$ cat config.mk
export PLATFORM = sky130hd
export DESIGN_NAME = fork_join_ctrl
export DESIGN_NICKNAME = d
export VERILOG_FILES = /design/src/rtl/fork_join_ctrl.sv
export SDC_FILE = /design/constraint.sdc
export NUM_CORES = 1
export LEC_CHECK = 0
export ABC_CLOCK_PERIOD_IN_PS = 5500
export BUFFER_PORTS_ARGS = -buffer_cell sky130_fd_sc_hd__buf_2
export CAP_MARGIN = 20
export CORE_ASPECT_RATIO = 0.5
export CORE_MARGIN = 2
export CORE_UTILIZATION = 50
export DETAILED_ROUTE_END_ITERATION = 6
export PLACE_DENSITY = 0.71
export SYNTH_ARGS = -nofsm -noshare
export SYNTH_HDL_FRONTEND = slang
export SYNTH_SLANG_ARGS = --single-unit
$ cat constraint.sdc
create_clock -name clk -period 5.5 [get_ports clk]
set_clock_uncertainty 0.15 [all_clocks]
set_input_delay 0 -clock clk [delete_from_list [all_inputs] [get_ports clk]]
set_output_delay 0 -clock clk [all_outputs]
set_load 0.05 [all_outputs]
$ cat src/rtl/fork_join_ctrl.sv
// Fork/join scheduler: broadcasts one request to NUM_LANES lanes, collects the
// first result from each lane, and returns their modular sum under a watchdog.
module fork_join_ctrl #(
  parameter int unsigned NUM_LANES = 4,
  parameter int unsigned W         = 8,
  parameter int unsigned TW        = 8,
  parameter int unsigned TIMEOUT   = 200
) (
  input  logic                   clk,
  input  logic                   rst_n,
  input  logic                   req_valid,
  output logic                   req_ready,
  input  logic [W-1:0]           req_data,
  output logic [NUM_LANES-1:0]   lane_start,
  output logic [W-1:0]           lane_data,
  input  logic [NUM_LANES-1:0]   lane_done,
  input  logic [NUM_LANES*W-1:0] lane_result,
  output logic                   resp_valid,
  input  logic                   resp_ready,
  output logic [W-1:0]           resp_data,
  output logic                   resp_err,
  output logic                   busy
);

  typedef enum logic [2:0] {IDLE, ISSUE, WAIT, JOIN, RESP} state_t;

  localparam bit              WD_EN      = (TIMEOUT != 0);
  localparam logic [TW-1:0]   TIMER_MAX  = '1;
  localparam logic [TW-1:0]   TIMER_LAST = TW'((TIMEOUT == 0) ? 0 : TIMEOUT - 1);

  state_t                 state, state_nxt;
  logic [NUM_LANES-1:0]   mask, mask_nxt;
  logic [W-1:0]           results [NUM_LANES];
  logic [TW-1:0]          timer;
  logic                   err_flag;
  logic [W-1:0]           sum;
  logic                   all_done, timed_out;

  assign req_ready  = (state == IDLE);
  assign lane_start = {NUM_LANES{state == ISSUE}};
  assign resp_valid = (state == RESP);
  assign busy       = (state != IDLE);

  // Completion looks at bits landing this cycle so a lane finishing on the
  // watchdog's last cycle still counts as a clean join.
  always_comb begin
    mask_nxt  = mask | lane_done;
    all_done  = &mask_nxt;
    timed_out = WD_EN && (timer == TIMER_LAST);
    state_nxt = state;
    case (state)
      IDLE:    if (req_valid) state_nxt = ISSUE;
      ISSUE:   state_nxt = WAIT;
      WAIT:    if (all_done || timed_out) state_nxt = JOIN;
      JOIN:    state_nxt = RESP;
      RESP:    if (resp_ready) state_nxt = IDLE;
      default: state_nxt = IDLE;
    endcase
  end

  always_comb begin
    sum = '0;
    for (int unsigned i = 0; i < NUM_LANES; i++) begin
      sum = sum + results[i];
    end
  end

  always_ff @(posedge clk or negedge rst_n) begin
    if (!rst_n) begin
      state <= IDLE;
    end else begin
      state <= state_nxt;
    end
  end

  always_ff @(posedge clk or negedge rst_n) begin
    if (!rst_n) begin
      lane_data <= '0;
      mask      <= '0;
      timer     <= '0;
      err_flag  <= 1'b0;
      resp_data <= '0;
      resp_err  <= 1'b0;
      for (int unsigned i = 0; i < NUM_LANES; i++) begin
        results[i] <= '0;
      end
    end else begin
      case (state)
        IDLE: begin
          if (req_valid) lane_data <= req_data;
        end
        ISSUE: begin
          mask  <= '0;
          timer <= '0;
          for (int unsigned i = 0; i < NUM_LANES; i++) begin
            results[i] <= '0;
          end
        end
        WAIT: begin
          for (int unsigned i = 0; i < NUM_LANES; i++) begin
            if (lane_done[i] && !mask[i]) results[i] <= lane_result[i*W +: W];
          end
          mask <= mask_nxt;
          if (timer != TIMER_MAX) timer <= timer + 1'b1;
          // Only the value written on the exit cycle is ever consumed.
          err_flag <= !all_done;
        end
        JOIN: begin
          resp_data <= sum;
          resp_err  <= err_flag;
        end
        default: ;
      endcase
    end
  end

endmodule

==> flow_metrics.tcl, run 1 <==
set metrics [dict create \
    peakVddDrop_mv 0.306 \
    firstDrtPassIters 4 \
    rsz0062_at_grt "no" \
    netlist_area_mm2 0.00336 \
    drive_gt1_share_pct 24.0 \
    ant_nets 0 \
    max_cap_violations 0 \
    cts_tree "yes" \
    required_ps 5540 \
    numCtsBuffers 9 \
    numPortBuffers 71 \
    syn_area_per_cell_um2 10.3 \
    groute.usage.overall_pct 22.9 \
    power_density_mw_per_mm2 586 \
    hold_class "primary input to asynchronous set/reset pin" \
    area_delta_synth_final_pct 34.0 \
    cp-end-kind "flop" \
    n_antenna_cell 0 \
    dp_hpwl_mm 4.91 \
    fp.dieH_um 62.0 \
    worstSetupPathType "flop to flop" \
    crit_arrival_ps 3190 \
    critPathMaxStageDelay_ps 580 \
    totalWireLength_mm 7.69 \
    core_area_mm2 0.00660 \
    tns_ps 0 \
    synth.distinct_cells 39 \
    synthFlopType "dfrtp_1" \
    final_common_cell "buf_2" \
    root_buffer "clkbuf_16" \
    regToRegEndpoint "resp_data[6]" \
    die_area_mm2 0.00743 \
    slowest_stage "fa_1" \
    clock.fmax_ghz 0.318 \
    fin_cells 538 \
    status "complete, no violations" \
    dpl.cell_count 476 \
    rows 21 \
    slew_violations 0 \
    power.total_mw 2.64 \
    nets 512 \
    gp_congestion 0.791 \
    cts_buffer_depth 2 \
    start_kind "flop" \
    final_cell_mix "buf_2 (71), dfrtp_1 (65), inv_1 (49)" \
    drt_iter0_markers 150 \
    hold_violations 0 \
    grt_pass1_vias 2697 \
    vias 2709 \
    cts.repair.resized 0 \
    clk_latency_ps 330 \
    ys_seq_area_share_pct 48.4 \
    die_x_um 120 \
    path_clk_slew_ps 50 \
    leakagePower_nw 2.13 \
    setup_viol 0 \
    seq_area_mm2 0.00163 \
    rrSetupSlack_ps 2350 \
    grt_start_max_net_pins 66 \
    ios 72 \
    grt_pass1_wl_mm 12.9 \
    synth_nets 396 \
    antenna_found_initial 0 \
    relSlewSlack_pct 46.4 \
    routedWlPerCell_um 14.3 \
    fillCellCount 470 \
    cts.sinks 65 \
    r2r_start "results[2]" \
    yosys_warnings 0 \
    globalRoute.totalOverflow 0 \
    syn_inst 326 \
    start_util_pct 50.9 \
    synth-edff-count 0 \
    ys_seq_elements 65 \
    cts_htree_levels 3 \
    worstPathCellList "inv_1 -> fa_1 -> fa_1 -> inv_1 -> ha_1 -> a21o_1 -> a21o_1 -> a21oi_1 -> nor4b_1 -> or3_1" \
    avgViaCountPerCell 5.04 \
    tightest_slew_ps 803 \
    drc_errors 0 \
    r2r_cells 10 \
    min_period_over_period_pct 57.2 \
    worstPathMaxFanout 2 \
    async_reset_ff_share_pct 100 \
    period_needed_ps 3150 \
    multi_input_area_mm2 0.00145 \
    post_cts_buffers 0 \
]
## critical path, delay by kind of cell, from the launching register on
family	cells	cell delay, ps
fa+ha+maj	3	1370
simple gates	2	480
compound gates	3	560
flops	1	320
buf+inv	2	130
## synth_stat cells (5+ instances only)
cell type  instances  area, um2
dfrtp_1           65       1630
inv_1             49        184
o21ai_0           36        180
nand3_1           35        175
nor2_1            18       67.6
nand2_1           15       56.3
fa_1              14        280
mux2_2            11        124
xnor2_1           10       87.6
ha_1               8        100
a21oi_1            7       35.0
buf_4              7       52.6
o21ai_1            5       25.0
## per-layer routing
layer | global-route usage [%] | up-vias | routed length, um
met5 | 0 | - | 0
li1 | - | 1311 | -
met2 | 39.2 | 74 | 3730
met1 | 30.0 | 1316 | 3570
met4 | 7.23 | 0 | 74
met3 | 5.47 | 8 | 310
## layout make-up
type | instances | share of cell area, %
Clock buffer | 12 | 5.92
Clock inverter | 3 | 0.334
Inverter | 49 | 4.09
Multi-Input combinational cell | 197 | 32.3
Sequential cell | 65 | 36.1
Tap cell | 92 | 2.56
Timing Repair Buffer | 120 | 18.7
## timing repair
item / in CTS / in global routing
hold buffers: 47 / 0
setup endpoints to repair: 0 / 0
hold endpoints to repair: 112 / 0
## report_power, final
group	leakage, nW	switching (mW)	internal, mW
clock network	0.144	0.191	0.336
registers	0.848	0.108	0.651
logic	1.13	0.898	0.455
## state kept, by name, summed over array words and instances (netlist names)
| signal | count |
|---|---|
| results | 32 |
| state | 3 |
| resp_err | 1 |
| lane_data | 8 |
| mask | 4 |
| timer | 8 |
| err_flag | 1 |
| resp_data | 8 |
## through the flow
stage	area, um2	hold slack, ps	setup slack (ps)	utilization, %
final	4500	230	2350	68.3
after global routing	4500	278	2210	68.3
after CTS	4500	247	2350	68.3
after detailed placement	3750	67.2	2350	56.9
after global placement	3750	41.7	2470	56.9
after floorplan	3360	-446	2560	-
## kinds of logic (layout without fill, tap and decap cells)
family | count (synthesis) | in the layout | synth area share, %
xor gates and xnor gates | 14 | 14 | 3.65
and+or+nand+nor | 86 | 86 | 12.9
buffers and inverters | 64 | 184 | 8.31
DFF | 65 | 65 | 48.4
muxes | 11 | 11 | 3.69
adders and majority gates | 22 | 22 | 11.3
AOI/OAI and AO/OA | 64 | 64 | 11.7
## worst max-delay path by stage
| stage | start | endpoint | cells after the start |
|---|---|---|---|
| after floorplan | results[10] | resp_data[6] | 10 |
| after global placement | results[10] | resp_data[6] | 10 |
| after detailed placement | results[10] | resp_data[6] | 10 |
| after CTS | results[10] | resp_data[6] | 10 |
| after global routing | results[1] | resp_data[7] | 12 |
| final | results[2] | resp_data[6] | 10 |
(Power assumes the default switching activity.)
==> run 2: changes to the inputs <==
--- a/config.mk
+++ b/config.mk
@@ -5,14 +5,15 @@
 export SDC_FILE = /design/constraint.sdc
 export NUM_CORES = 1
 export LEC_CHECK = 0
-export ABC_CLOCK_PERIOD_IN_PS = 5500
+export ABC_AREA = 1
+export ABC_CLOCK_PERIOD_IN_PS = 2600
 export BUFFER_PORTS_ARGS = -buffer_cell sky130_fd_sc_hd__buf_2
 export CAP_MARGIN = 20
 export CORE_ASPECT_RATIO = 0.5
 export CORE_MARGIN = 2
 export CORE_UTILIZATION = 50
 export DETAILED_ROUTE_END_ITERATION = 6
-export PLACE_DENSITY = 0.71
+export PLACE_DENSITY = 0.74
 export SYNTH_ARGS = -nofsm -noshare
 export SYNTH_HDL_FRONTEND = slang
 export SYNTH_SLANG_ARGS = --single-unit
==> constraint.sdc (replaced) <==
create_clock -name clk -period 2.6 [get_ports clk]
set_clock_uncertainty 0.15 [all_clocks]
set_input_delay 0 -clock clk [delete_from_list [all_inputs] [get_ports clk]]
set_output_delay 0 -clock clk [all_outputs]
set_load 0.05 [all_outputs]
==> flow_metrics.tcl, run 2 <==
set metrics [dict create \
    globalRoute.totalOverflow 0 \
    ant_nets 0 \
    clk_latency_ps 340 \
    synth.distinct_cells 32 \
    tns_ps -346 \
    ys_seq_elements 65 \
    dp_hpwl_mm 5.45 \
    totalWireLength_mm 9.33 \
    start_kind "flop" \
    async_reset_ff_share_pct 100 \
    cts.sinks 65 \
    relSlewSlack_pct 55.1 \
    core_area_mm2 0.00678 \
    setup_viol 3 \
    cts_buffer_depth 2 \
    drc_errors 0 \
    hold_violations 0 \
    ys_seq_area_share_pct 45.9 \
    period_needed_ps 2800 \
    power_density_mw_per_mm2 1280 \
    die_area_mm2 0.00781 \
    largest_reg_flops 32 \
    netlist_area_mm2 0.00354 \
    critPathMaxStageDelay_ps 560 \
    status "complete, but fails checks" \
    slew_violations 0 \
    ios 72 \
    leakagePower_nw 2.45 \
    grt_pass1_vias 3151 \
    gp_congestion 0.805 \
    yosysTopAreaCellShare_pct 45.9 \
    drive_gt1_share_pct 27.5 \
    root_buffer "clkbuf_16" \
    utilization_pct 72.6 \
    yosys.area.top_type "dfrtp_1" \
    regMostFlops "results" \
    dpl.cell_count 555 \
    whs_ps 88.7 \
    area_delta_synth_final_pct 39.0 \
    die_x_um 123 \
    vias 3198 \
    grt_start_max_net_pins 47 \
    min_period_over_period_pct 108 \
    yosys_warnings 0 \
    slowest_stage "fa_1" \
    fillCellCount 467 \
    worstSetupPathType "flop to flop" \
    drt_iter0_markers 277 \
    final_cell_mix "buf_2 (71), nand2_1 (69), dfrtp_1 (65)" \
    peakVddDrop_mv 0.560 \
    post-route-cell-area_mm2 0.00492 \
    synth_nets 465 \
    n_antenna_cell 0 \
    max_cap_violations 0 \
    synth-edff-count 0 \
    worstPathMaxFanout 3 \
    synthTopCellsByArea "dfrtp_1 (46%), fa_1 (7.9%), nand3_1 (7.6%)" \
    grt_pass1_wl_mm 14.6 \
    tightest_slew_ps 673 \
    routedWlPerCell_um 15.0 \
    syn_area_per_cell_um2 8.96 \
    cts_tree "yes" \
    worstPathCellList "inv_2 -> fa_1 -> fa_1 -> inv_1 -> ha_2 -> inv_2 -> fa_2 -> o21bai_1 -> xnor2_1 -> o21ai_1" \
    firstDrtPassIters 5 \
    final_common_cell "buf_2" \
    numPortBuffers 71 \
    synth.most_common_cell "nand2_1" \
    syn_inst 395 \
    nets 596 \
    synthFlopType "dfrtp_1" \
    groute.usage.overall_pct 24.8 \
    rows 21 \
    clock.fmax_ghz 0.357 \
    path_clk_slew_ps 50 \
    preCtsSetupSlack_ps -122 \
    fin_cells 622 \
    crit_arrival_ps 2850 \
    start_util_pct 52.2 \
    rsz0062_at_grt "yes" \
    placed_area_mm2 0.00401 \
    numCtsBuffers 9 \
    required_ps 2650 \
    cts_htree_levels 3 \
    violations "setup timing" \
    synthTopCellsByCount "nand2_1 (71), inv_1 (66), dfrtp_1 (65)" \
    hold_class "primary input to asynchronous set/reset pin" \
    cp-end-kind "flop" \
    power.total_mw 6.30 \
    avgViaCountPerCell 5.14 \
    layout_setup_ws_ps -203 \
    fp.dieH_um 63.5 \
    antenna_found_initial 0 \
]
run 2: worst paths after layout:
path	startpoint	end	slack, ps	cells past startpoint
setup / recovery	results[17]	resp_data[5]	-200	10
hold / removal	rst_n	err_flag	90	2
setup reg to reg	results[17]	resp_data[5]	-200	10
hold reg to reg	resp_data[0]	resp_data[0]	330	2
max in group asynchronous	rst_n	results[13]	1560	3
min in group clk	req_data[0]	lane_data[0]	280	3
run 2: layout make-up:
type                       instances  area (um2)  area share [%]
clock inverter                     2        60.1            1.22
tap                               92         115            2.34
timing repair buffer             134         972            19.8
sequential                        65        1630            33.0
inverter                          70         263            5.34
clock buffer                      13         270            5.49
multi-input combinational        246        1620            32.8
run 2: logic make-up after synthesis:
logic type	synth area share [%]
compound gates	7.81
xor+xnor	0.742
fa+ha+maj	10.7
buf+inv	10.4
flops	45.9
mux	2.54
simple gates	21.8
run 2: where the power goes:
| group | leakage, nW | internal, mW | switching [mW] | total [mW] |
|---|---|---|---|---|
| sequential | 0.854 | 1.36 | 0.192 | 1.55 |
| combinational | 1.43 | 1.16 | 2.25 | 3.41 |
| clock | 0.162 | 0.912 | 0.424 | 1.34 |
| total | 2.45 | 3.43 | 2.87 | 6.30 |
run 2: what timing repair did:
action	4_1_cts	5_1_grt
hold buffers	51	0
resized for setup	5	21
endpoints found under the setup margin	6	9
setup buffers	0	1
pin swaps	5	10
endpoints found under the hold margin	92	0
run 2: worst max-delay path, delay by kind of cell, from the launching register on:
| kind | cells | cell delay [ps] |
|---|---|---|
| xor gates and xnor gates | 1 | 160 |
| buffers and inverters | 3 | 160 |
| DFF | 1 | 360 |
| adders and majority gates | 4 | 1530 |
| AOI/OAI and AO/OA | 2 | 290 |
run 2: per-layer routing:
layer / routed length, um / global-route usage [%] / vias to the layer above
met5: 0 / 0 / -
met4: 202 / 10.7 / 0
met3: 522 / 6.43 / 20
met2: 4760 / 42.3 / 110
met1: 3850 / 29.7 / 1538
li1: - / - / 1530
==> run 3: changes to the inputs <==
--- a/config.mk
+++ b/config.mk
@@ -14,6 +14,7 @@
 export CORE_UTILIZATION = 50
 export DETAILED_ROUTE_END_ITERATION = 6
 export PLACE_DENSITY = 0.74
+export RECOVER_POWER = 100
 export SYNTH_ARGS = -nofsm -noshare
 export SYNTH_HDL_FRONTEND = slang
 export SYNTH_SLANG_ARGS = --single-unit
==> flow_metrics.tcl, run 3 (synthesis gave the netlist of run 2 again) <==
set metrics [dict create \
    status "complete, but fails checks" \
    violations "capacitance limit, slew limit, setup timing" \
    layout_setup_ws_ps -200 \
    grt_pass1_wl_mm 14.6 \
    vias 3218 \
    dpl.cell_count 555 \
    setup_viol 2 \
    drc_errors 0 \
    root_buffer "clkbuf_16" \
    hold_violations 0 \
    tns_ps -341 \
    path_clk_slew_ps 50 \
    avgViaCountPerCell 5.17 \
    p_sw_share_pct 45.8 \
    numPortBuffers 71 \
    rsz0062_at_grt "yes" \
    totalWireLength_mm 9.39 \
    final_cell_mix "nand2_1 (69), dfrtp_1 (65), inv_1 (56)" \
    hold_class "primary input to flop" \
    firstDrtPassIters 5 \
    leakagePower_nw 2.38 \
    cts_buffer_depth 2 \
    globalRoute.totalOverflow 0 \
    nets 596 \
    drive_gt1_share_pct 23.8 \
    groute.usage.overall_pct 24.8 \
    cts_tree "yes" \
    dp_hpwl_mm 5.45 \
    gp_congestion 0.805 \
    required_ps 2650 \
    cts_htree_levels 3 \
    grt_start_max_net_pins 47 \
    critPathMaxStageDelay_ps 570 \
    crit_arrival_ps 2850 \
    slowest_stage "fa_1" \
    peakVddDrop_mv 0.554 \
    cts.sinks 65 \
    cp-end-kind "flop" \
    ant_nets 0 \
    n_antenna_cell 0 \
    hold_path_depth 3 \
    die_x_um 123 \
    drt_iter0_markers 279 \
    fp.dieH_um 63.5 \
    pwr-share-comb_pct 53.8 \
    placed_area_mm2 0.00401 \
    clk_latency_ps 330 \
    antenna_found_initial 0 \
    p_clk_share_pct 21.3 \
    utilization_pct 71.9 \
    rows 21 \
    max_cap_violations 1 \
    slew_violations 28 \
    largest_reg_flops 32 \
    grt_pass1_vias 3151 \
    period_needed_ps 2800 \
    power_density_mw_per_mm2 1280 \
    ios 72 \
    core_area_mm2 0.00678 \
    start_kind "flop" \
    worstSetupPathType "flop to flop" \
    tightest_slew_ps 1530 \
    numCtsBuffers 9 \
    fin_cells 622 \
    routedWlPerCell_um 15.1 \
    r2r_cells 10 \
    seqPwrFrac_pct 24.9 \
    p_sw_mw 2.87 \
    worstPathCellList "inv_2 -> fa_1 -> fa_1 -> inv_1 -> ha_2 -> inv_2 -> fa_2 -> o21bai_1 -> xnor2_1 -> o21ai_1" \
    power.total_mw 6.26 \
    relSlewSlack_pct -2.27 \
    post-route-cell-area_mm2 0.00487 \
    clock.fmax_ghz 0.357 \
    final_common_cell "nand2_1" \
    die_area_mm2 0.00781 \
    worstPathMaxFanout 3 \
    min_period_over_period_pct 108 \
    power.internal_mw 3.39 \
    start_util_pct 52.2 \
    regMostFlops "results" \
    area_delta_synth_final_pct 37.6 \
]
run 3: cell count changes in the layout (fill, tap and decap cells not counted), sizes merged:
cell,previous run,this run
buf,83,62
clkbuf,13,34
run 3: cell type report:
| cell class | instances | area [um2] |
|---|---|---|
| Clock inverter | 2 | 60.1 |
| Tap cell | 92 | 115 |
| Inverter | 70 | 263 |
| Sequential cell | 65 | 1630 |
| Clock buffer | 13 | 270 |
| Fill cell | 480 | 1910 |
| Timing Repair Buffer | 134 | 928 |
| Multi-Input combinational cell | 246 | 1610 |
run 3: timing repair:
action / in CTS / in global routing
cloned: 0 / 0
hold endpoints to repair: 92 / 0
hold buffers: 51 / 0
pin swaps: 5 / 10
buffers inserted: 0 / 1
setup endpoints to repair: 6 / 9
gates resized for setup: 5 / 21
run 3: power groups by stage:
stage	Sequential (mW)	Combinational (mW)	Clock, mW
floorplan	1.92	1.99	0
global placement	1.53	2.98	0
detailed placement	1.55	3.04	0
CTS	1.54	3.20	1.34
global route	1.59	3.69	1.39
finish	1.56	3.37	1.34
run 3: routing by layer:
| metal | vias to the layer above | global-route usage, % | wire length (um) |
|---|---|---|---|
| li1 | 1527 | - | - |
| met1 | 1550 | 29.7 | 3840 |
| met2 | 120 | 42.3 | 4820 |
| met3 | 21 | 6.43 | 525 |
| met4 | 0 | 10.7 | 205 |
| met5 | - | 0 | 0 |
run 3: worst paths after layout:
| check | start | end | slack, ps |
|---|---|---|---|
| setup / recovery | results[17] | resp_data[5] | -200 |
| hold / removal | req_data[0] | lane_data[0] | 290 |
| setup reg to reg | results[17] | resp_data[5] | -200 |
| hold reg to reg | resp_data[0] | resp_data[0] | 340 |
| max in group asynchronous | rst_n | lane_data[2] | 620 |
| min in group asynchronous | rst_n | err_flag | 430 |
run 3: metrics by stage:
step / hold WS (ps) / setup WS (ps)
floorplan: -446 / 6.46
global placement: -79.8 / -62.6
detailed placement: -86.4 / -122
CTS: 94.8 / -105
global route: 306 / -242
finish: 286 / -200
run 3: worst max-delay path, delay by kind of cell, from the launching register on:
| family | cells | cell delay (ps) |
|---|---|---|
| adders and majority gates | 4 | 1540 |
| DFF | 1 | 360 |
| AOI/OAI and AO/OA | 2 | 290 |
| buffers and inverters | 3 | 160 |
| xor gates and xnor gates | 1 | 160 |
